==> src/rtl/aes_out_serializer.sv <==
// aes_out_serializer: splits 128-bit cipher results into four 32-bit words, MS word first, with valid/ready handshake
// Ports:
//   AES_clk, AES_rst_n           clock, async active-low reset
//   AES_data_out_valid/_out      cipher-core result strobe and 128-bit block
//   ser_ready, ser_clr           downstream accept, overflow-flag clear
//   ser_data/valid/last          current word, its valid, final-word marker
//   ser_busy, ser_overflow       block in flight or pending, sticky drop flag
module aes_out_serializer #(
  parameter int WORD_W = 32
) (
  input  logic              AES_clk,
  input  logic              AES_rst_n,
  input  logic              AES_data_out_valid,
  input  logic [127:0]      AES_data_out,
  input  logic              ser_ready,
  input  logic              ser_clr,
  output logic [WORD_W-1:0] ser_data,
  output logic              ser_valid,
  output logic              ser_last,
  output logic              ser_busy,
  output logic              ser_overflow
);
  typedef enum logic {IDLE, SEND} state_t;
  state_t       r_state;
  logic [1:0]   r_cnt;
  logic         r_pb_full;
  logic         r_prev_v;
  logic         r_ovf;
  logic [127:0] r_sr;
  logic [127:0] r_pb;
  logic         w_cap;
  logic         w_xfer;
  logic         w_last;
  assign w_cap        = AES_data_out_valid & ~r_prev_v;
  assign ser_valid    = (r_state == SEND);
  assign ser_last     = ser_valid & (r_cnt == 2'd3);
  assign ser_busy     = ser_valid | r_pb_full;
  assign ser_overflow = r_ovf;
  assign w_xfer       = ser_valid & ser_ready;
  assign w_last       = w_xfer & (r_cnt == 2'd3);
  // cnt=0 selects bits [127:96]; inverting cnt turns word order into a bit offset
  assign ser_data     = r_sr[{~r_cnt, 5'd0} +: WORD_W];
  always_ff @(posedge AES_clk or negedge AES_rst_n) begin
    if (!AES_rst_n) begin
      r_state   <= IDLE;
      r_cnt     <= 2'd0;
      r_pb_full <= 1'b0;
      r_prev_v  <= 1'b0;
      r_ovf     <= 1'b0;
      r_sr      <= '0;
      r_pb      <= '0;
    end else begin
      r_prev_v <= AES_data_out_valid;
      if (ser_clr) r_ovf <= 1'b0;
      if (r_state == IDLE) begin
        if (w_cap) begin
          r_sr    <= AES_data_out;
          r_cnt   <= 2'd0;
          r_state <= SEND;
        end
      end else if (w_last) begin
        r_cnt <= 2'd0;
        if (r_pb_full) begin
          // pending block moves up; a coincident capture refills the buffer
          r_sr <= r_pb;
          if (w_cap) r_pb <= AES_data_out;
          else r_pb_full <= 1'b0;
        end else if (w_cap) begin
          r_sr <= AES_data_out;
        end else begin
          r_state <= IDLE;
        end
      end else begin
        if (w_xfer) r_cnt <= r_cnt + 2'd1;
        // set after the clear so a same-cycle drop keeps the flag high
        if (w_cap && !r_pb_full) begin
          r_pb      <= AES_data_out;
          r_pb_full <= 1'b1;
        end else if (w_cap) begin
          r_ovf <= 1'b1;
        end
      end
    end
  end
endmodule

==> config.mk <==
export PLATFORM = sky130hd
export DESIGN_NAME = aes_out_serializer
export DESIGN_NICKNAME = d
export VERILOG_FILES = /design/src/rtl/aes_out_serializer.sv
export SDC_FILE = /design/constraint.sdc
export NUM_CORES = 1
export LEC_CHECK = 0
export CORE_MARGIN = 2
export CORE_UTILIZATION = 35
export DETAILED_ROUTE_END_ITERATION = 8
export GPL_TIMING_DRIVEN = 0
export PLACE_DENSITY = 0.58
export SLEW_MARGIN = 15
export SYNTH_ARGS = -nofsm -noshare
export SYNTH_HDL_FRONTEND = slang
export SYNTH_SLANG_ARGS = --single-unit
export TNS_END_PERCENT = 1
==> constraint.sdc <==
create_clock -name AES_clk -period 5.78 [get_ports AES_clk]
set_input_delay 1.445 -clock AES_clk [delete_from_list [all_inputs] [get_ports AES_clk]]
set_output_delay 1.445 -clock AES_clk [all_outputs]
set_load 0.005 [all_outputs]
# Word-level counts from Yosys, hierarchy flattened
# Index checks and enable logic that the tools add are counted.
# classes
addsub	1
n_eq_ne	5
n_shift	1
n_mux	24
bitwise	7
n_reduce_logical	7
# op_table
cell	count
2-to-1 mux 128 bit	8
indexed part select 128 x 8 -> 32 bit	1
2-to-1 mux 1 bit	12
2-to-1 mux 2 bit	4
bitwise AND 1 bit	4
inequality test 2 bit (second input constant)	2
AND reduction 2 bit	2
AND reduction 4 bit	1
nonzero test 2 bit	2
inequality test 3 x 1 -> 1 bit (second input constant)	1
adder 2 x 1 -> 2 bit (second input constant)	1
equality test 2 bit (second input constant)	1
inequality test 2 x 1 -> 1 bit (second input constant)	1
inverter 2 bit	1
logical AND 1 bit	1
zero test 1 bit	1
inverter 1 bit	1
bitwise OR 1 bit	1
# word_totals
ff_bits	262
in_bits	133
output_inout_bits	36
elab_cells	52

# Depth between registers and ports, before layout
# Gate-level depths: netlist of run 1.
# logic_depth
depth_word	6
depth_mapped	6

# Worst setup path before layout of run 1
# Ideal clock, no wire load.
# synth_path
path_kind	reg-to-output
from	register r_cnt[0]
to	output port ser_data[10]
t_arrival_ps	1361
path_slack_ps	2974
stages_incl_launch_ff	4
n_path_buf	2
cell_sequence	dfrtp_1 -> buf_2 -> buf_2 -> mux4_2
# synth_via
elab_chain_cells	2
# synth_rtl
item	line	rtl
start, declared	25	logic [1:0] r_cnt;
start signal, assigned	74	if (w_xfer) r_cnt <= r_cnt + 2'd1;
inverter 2 bit	42	assign ser_data = r_sr[{~r_cnt, 5'd0} +: WORD_W];
indexed part select 128 x 8 -> 32 bit	42	
end, declared	17	output logic [WORD_W-1:0] ser_data,
# Every way passes these cells.

# Worst setup path after layout of run 1
# layout_path
from	register r_cnt[1]
to	output port ser_data[18]
# Same word-level chain as after synthesis.

==> results.md, run 1 <==
* Status: finished, final reports clean
* Arrival time worst endpoint at 2810 ps
* Max-slew violations at 0
* CTS tree: built
* CTS H-tree depth at 2
* Root Driver: clkbuf_16
* Syn Nets at 887
* Max_slew headroom at 41.3%
* Peak supply drop at 0.244 mV
* CP Class: reg2out
* Hold Slack at 500 ps
* Routed Antenna Nets at 0
* Synth Area in Compound Gates at 0.618%
* Initial antenna violation count at 3
* Crit path max-delay family: buffers and inverters
* Vias in the first global route at 7551
* Reg-to-reg startpoint: r_cnt[0]$_DFFE_PN0P_
* CP peak stage delay at 710 ps
* Final Wtd Congestion at 0.707
* Vias per inst at 4.88
* Post-synth EDFFs at 0
* IO Port Bufs at 168
* Drt wl/cell at 20.7 um
* Warnings from Yosys at 0
* Area Growth Syn to Fin at 27.9%
* Avg Cell Area, Syn at 16.1 um^2
* Postcts setup bufs at 0
* Setup TNS at 0 ps
* Hold-fix buffers, CTS at 0
* Post-synth top flop: dfrtp_1
* Core footprint at 0.0344 mm^2
* Power density over cell area at 582 mW/mm^2
* Synth area leaders: dfrtp_1 (54%), mux2_2 (36%), mux4_2 (5.9%)
* Commonest non-fill, non-tap cells in the layout: mux2_2 (384), dfrtp_1 (262), clkdlybuf4s50_1 (167), clkbuf_16 (34), mux4_2 (32)
* Hpwl dp at 20400 um
* Critical path required time at 4340 ps
* Hold path startpoint: r_pb[2]$_DFFE_PN0P_
* Remaining DRCs at 0
* Async set-reset flop share out of synthesis at 100%
* Largest family of logic cells by synthesized area: multiplexers
* Worst Hold End: r_pb[2]$_DFFE_PN0P_
* Die W at 190 um
* Most used cell, CP: clkbuf_1
* R2R Setup Slk at 3570 ps
* Cells after Synth at 753
* Fin crit share at 73.7%
* Post-synthesis simple-gate area fraction at 0.464%
* Crit-path cells: clkbuf_1, clkbuf_1, mux4_2, clkdlybuf4s50_1
* Final core area utilization at 45.2%
* Skew-Pair Late Insertion Delay at 510 ps
* Worst Setup SP: r_cnt[1]$_DFFE_PN0P_
* Clock sink count at 262
* I/O pins at 169
* Sequential area share after synthesis at 54.0%
* Min cycle time layout at 4260 ps
* Worst-Margin Slew at 881 ps
* CTS resizes at 0
* Clock buffers created by TritonCTS at 34
* Post-Synth XOR/XNOR Area at 0%
* Post-synth top area share at 54.0%
* Startpoint Class: flop
* Hold path cells at 1
* R2R cell count at 6
* Buf/Inv on CP at 3
* Design Power at 9.03 mW
* Adder-Cell Fraction of Synth Area at 0.103%
* FF-to-FF End: r_pb[72]$_DFFE_PN0P_
* Longest Clk Path Bufs at 3
* Setup crit end kind: output pin
* Flops & latches, synth at 262
* Fin. Hold Viols at 0
* DIE AREA at 0.0362 mm^2
* Clock transition at the registers of the reported paths at 60 ps
* Pleak at 6.40 nW
* Dominant cell type by area after synthesis: dfrtp_1
* Mux cell area share after synthesis at 41.6%
* Distinct cells, synth at 25
* Largest net degree at the start of global routing at 77
* Max Clk Rate at 235 MHz
* Worst min-delay path class: reg2reg
* CP max FO at 10
* Layout Nets at 1094
* Routed via count at 7033
* DR iter-0 viols at 271
* RSZ-0062 raised after global routing: false
* Cell Rows at 68
* Total grt overflow at 0
* Die Y at 190 um
* All-layer global routing usage at 16.9%
* Routed WL at 29800 um
* Synthesized area at 0.0121 mm^2
* Number of max-cap violations at 0
* Starting Density at 35.3%
* Final Setup Violations at 0
* Most common cell after layout, fill and taps aside: mux2_2
* Global-route wire length before repair at 46000 um
* Layout cells sized above 1 at 52.6%
* DRT Pass-1 Iters at 6
* Final Skew at 18.2 ps
* Critical path's slowest cell: clkbuf_1
logic make-up after synthesis:
kind of cell	after synthesis
flops	262
compound gates	10
fa+ha+maj	1
buf+inv	53
mux	416
simple gates	11
worst register-to-register path: cells and delay by family, from the launching register on:
family / cells / cell delay, ps
DFF: 1 / 370
adders and majority gates: 1 / 270
AOI/OAI and AO/OA: 2 / 460
muxes: 1 / 370
buffers and inverters: 2 / 620
sequential cells by signal, indices dropped and copies added (netlist names):
signal,cells
ser_overflow,1
r_prev_v,1
r_sr,128
r_pb_full,1
ser_valid,1
r_cnt,2
r_pb,128
report_power, final:
part / leakage (nW) / switching [mW] / internal [mW]
logic: 2.72 / 1.41 / 2.47
clock network: 0.515 / 0.789 / 1.16
registers: 3.16 / 0.436 / 2.76
total: 6.40 / 2.63 / 6.40
cell type report:
class | instances | area (um^2)
flip-flops and latches | 262 | 6560
fillers | 3102 | 18900
clock inverters | 11 | 77.6
inverters | 2 | 7.51
repair buffers | 171 | 1770
well taps | 455 | 569
plain buffers | 51 | 388
diodes | 2 | 5.00
multi-input cells | 438 | 5190
clock buffers | 50 | 961
synth_stat cells (2+ instances only):
cell and instances:
nand2_1 4, dfrtp_1 262, mux4_2 32, and2_1 2, clkbuf_1 5, buf_4 23
inv_1 2, buf_2 10, a21o_1 2, buf_6 13, mux2_2 384
per-layer routing:
layer  part of all wire [%]  vias up  wire length (um)  GRT usage [%]
met1                     48     3626             14200           23.7
met5                  0.044        -                13              0
met3                    4.3       46              1300           3.20
met4                    2.1        2               636           5.01
li1                       -     3213                 -              -
met2                     46      146             13600           26.9
through the flow:
step                cell area, um^2  cells  setup WS, ps
CTS                           15500   1440          1430
detailed placement            14500   1379          1990
floorplan                     12100    753          2970
global placement              14400   1376         -8880
finish                        15500   1442          1520
global route                  15500   1441          1380
worst max path at each step:
| stage | end | depth (start not counted) |
|---|---|---|
| after global routing | ser_data[21] | 4 |
| after detailed placement | ser_data[18] | 4 |
| final | ser_data[18] | 4 |
| after global placement | r_pb[16]$_DFFE_PN0P_ | 1 |
| after CTS | ser_data[18] | 4 |
| after floorplan | ser_data[10] | 3 |
Power figures use the tool's default switching activity.
==> inputs of run 2 (changes only) <==
PLACE_DENSITY = 0.6   (was 0.58)
clock period = 3.5 ns   (was 5.78 ns; I/O delays follow)
==> run 2 against run 1 <==
Effect of this change: first-iteration DRC count fell by 19%; via count fell by 1.5%; cell area fell by 0.50%; register-to-register slack got worse by 2300 ps; flip-flop and latch count did not move; combinational power rose by 65%; worst hold slack got worse by 180 ps; highest routed layer unchanged.
==> results.md, run 2 (synthesis gave the netlist of run 1 again) <==
* Status: finished, final reports clean
* Commonest non-fill, non-tap cells in the layout: mux2_2 (384), dfrtp_1 (262), clkdlybuf4s50_1 (167), mux4_2 (32), clkbuf_16 (29)
* Clock buffers created by TritonCTS at 29
* Vias in the first global route at 7625
* Routed Antenna Nets at 0
* Total grt overflow at 0
* DR iter-0 viols at 220
* DRT Pass-1 Iters at 4
* CTS tree: built
* Startpoint Class: flop
* Die W at 190 um
* Crit path max-delay family: buffers and inverters
* Clock sink count at 262
* Critical path required time at 2620 ps
* Setup TNS at 0 ps
* Fin crit share at 97.0%
* Final Setup Violations at 0
* Clock transition at the registers of the reported paths at 60 ps
* Skew-Pair Late Insertion Delay at 550 ps
* Root Driver: clkbuf_16
* Final Skew at 12.7 ps
* I/O pins at 169
* CP max FO at 10
* Peak supply drop at 0.466 mV
* Postcts setup bufs at 0
* Drt wl/cell at 20.5 um
* Remaining DRCs at 0
* Routed via count at 6925
* FF-to-FF End: r_pb[33]$_DFFE_PN0P_
* Post-Place Cells at 1378
* Layout cells sized above 1 at 53.1%
* Hold Slack at 321 ps
* DIE AREA at 0.0362 mm^2
* CP peak stage delay at 580 ps
* Max-slew violations at 0
* Initial antenna violation count at 3
* Worst Setup SP: r_cnt[0]$_DFFE_PN0P_
* Buf/Inv on CP at 3
* Routed WL at 29300 um
* RSZ-0062 raised after global routing: true
* Vias per inst at 4.84
* Crit-path cells: buf_2, buf_4, mux4_2, clkdlybuf4s50_1
* Global-route wire length before repair at 46000 um
* Levels on crit path at 4
* Setup crit end kind: output pin
* Layout Nets at 1088
* Post-route non-filler standard cell count at 1431
* Hpwl dp at 20100 um
* Power density over cell area at 957 mW/mm^2
* Number of fill cells at 3120
* Design Area, Final at 0.0154 mm^2
* Largest net degree at the start of global routing at 92
* Fin. Hold Viols at 0
* Worst min-delay path class: in2async
* Final core area utilization at 44.9%
* Cell Rows at 68
* Hold-fix buffers, CTS at 0
* Pleak at 6.37 nW
* CTS H-tree depth at 1
* Most common cell after layout, fill and taps aside: mux2_2
* Biggest regs: r_pb (128), r_sr (128), r_cnt (2)
* Number of max-cap violations at 0
* R2R Setup Slk at 1310 ps
* All-layer global routing usage at 16.7%
* Design Power at 14.8 mW
* Final Wtd Congestion at 0.724
* Core footprint at 0.0344 mm^2
* Worst-Margin Slew at 756 ps
* Pre-CTS setup slack at 271 ps
* R2R cell count at 6
* Max Clk Rate at 295 MHz
* Die Y at 190 um
* Worst setup margin at 106 ps
* CP Capture Point: ser_data[18]
* Reg-to-reg startpoint: r_cnt[0]$_DFFE_PN0P_
* Placed Area at 0.0145 mm^2
* Min cycle time layout at 3390 ps
* CP Class: reg2out
* IO Port Bufs at 168
* Max_slew headroom at 49.6%
* Arrival time worst endpoint at 2520 ps
* Critical path's slowest cell: mux4_2
* Longest Clk Path Bufs at 3
* Area Growth Syn to Fin at 27.2%
* Starting Density at 35.3%
## run 2: worst min-delay path by stage
stage	from	to	slack, ps	depth (start not counted)
after global routing	AES_rst_n	r_sr[2]$_DFFE_PN0P_	360	1
after detailed placement	r_pb[116]$_DFFE_PN0P_	r_pb[116]$_DFFE_PN0P_	490	1
after floorplan	r_sr[32]$_DFFE_PN0P_	r_sr[32]$_DFFE_PN0P_	480	1
final	AES_rst_n	r_sr[97]$_DFFE_PN0P_	320	1
after CTS	AES_rst_n	r_sr[97]$_DFFE_PN0P_	350	1
after global placement	r_sr[72]$_DFFE_PN0P_	r_sr[72]$_DFFE_PN0P_	480	1
## run 2: final cells by class
cell class	instances	area (um^2)	area share (%)
antenna	1	2.50	0.0162
timing repair buffer	170	1740	11.3
tap	455	569	3.69
clock inverter	9	98.8	0.640
buffer	51	402	2.60
clock buffer	43	878	5.69
inverter	2	7.51	0.0486
multi-input combinational	438	5190	33.6
sequential	262	6560	42.4
## run 2: worst register-to-register path, cell delays in order, from the launching register on
cell	delay (ps)
dfrtp_1	380
ha_1	270
a21o_1	200
a211oi_1	250
buf_2	320
buf_4	280
mux2_2	370
## run 2: routing by layer
metal  GRT usage (%)  share of wire (%)  vias to the layer above
met5               0              0.092                        -
met4            3.31                1.9                        4
met2            27.2                 47                      122
met3            3.24                4.5                       38
li1                -                  -                     3183
met1            23.2                 47                     3578
## run 2: repair_timing
action | 4_1_cts | 5_1_grt
endpoints found under the setup margin | 29 | 21
gates resized for setup | 7 | 1
cloned | 0 | 0
## run 2: where the power goes
| part | internal (mW) | switching, mW |
|---|---|---|
| registers | 4.56 | 0.725 |
| logic | 4.10 | 2.31 |
| clock network | 1.87 | 1.23 |
| total | 10.5 | 4.26 |
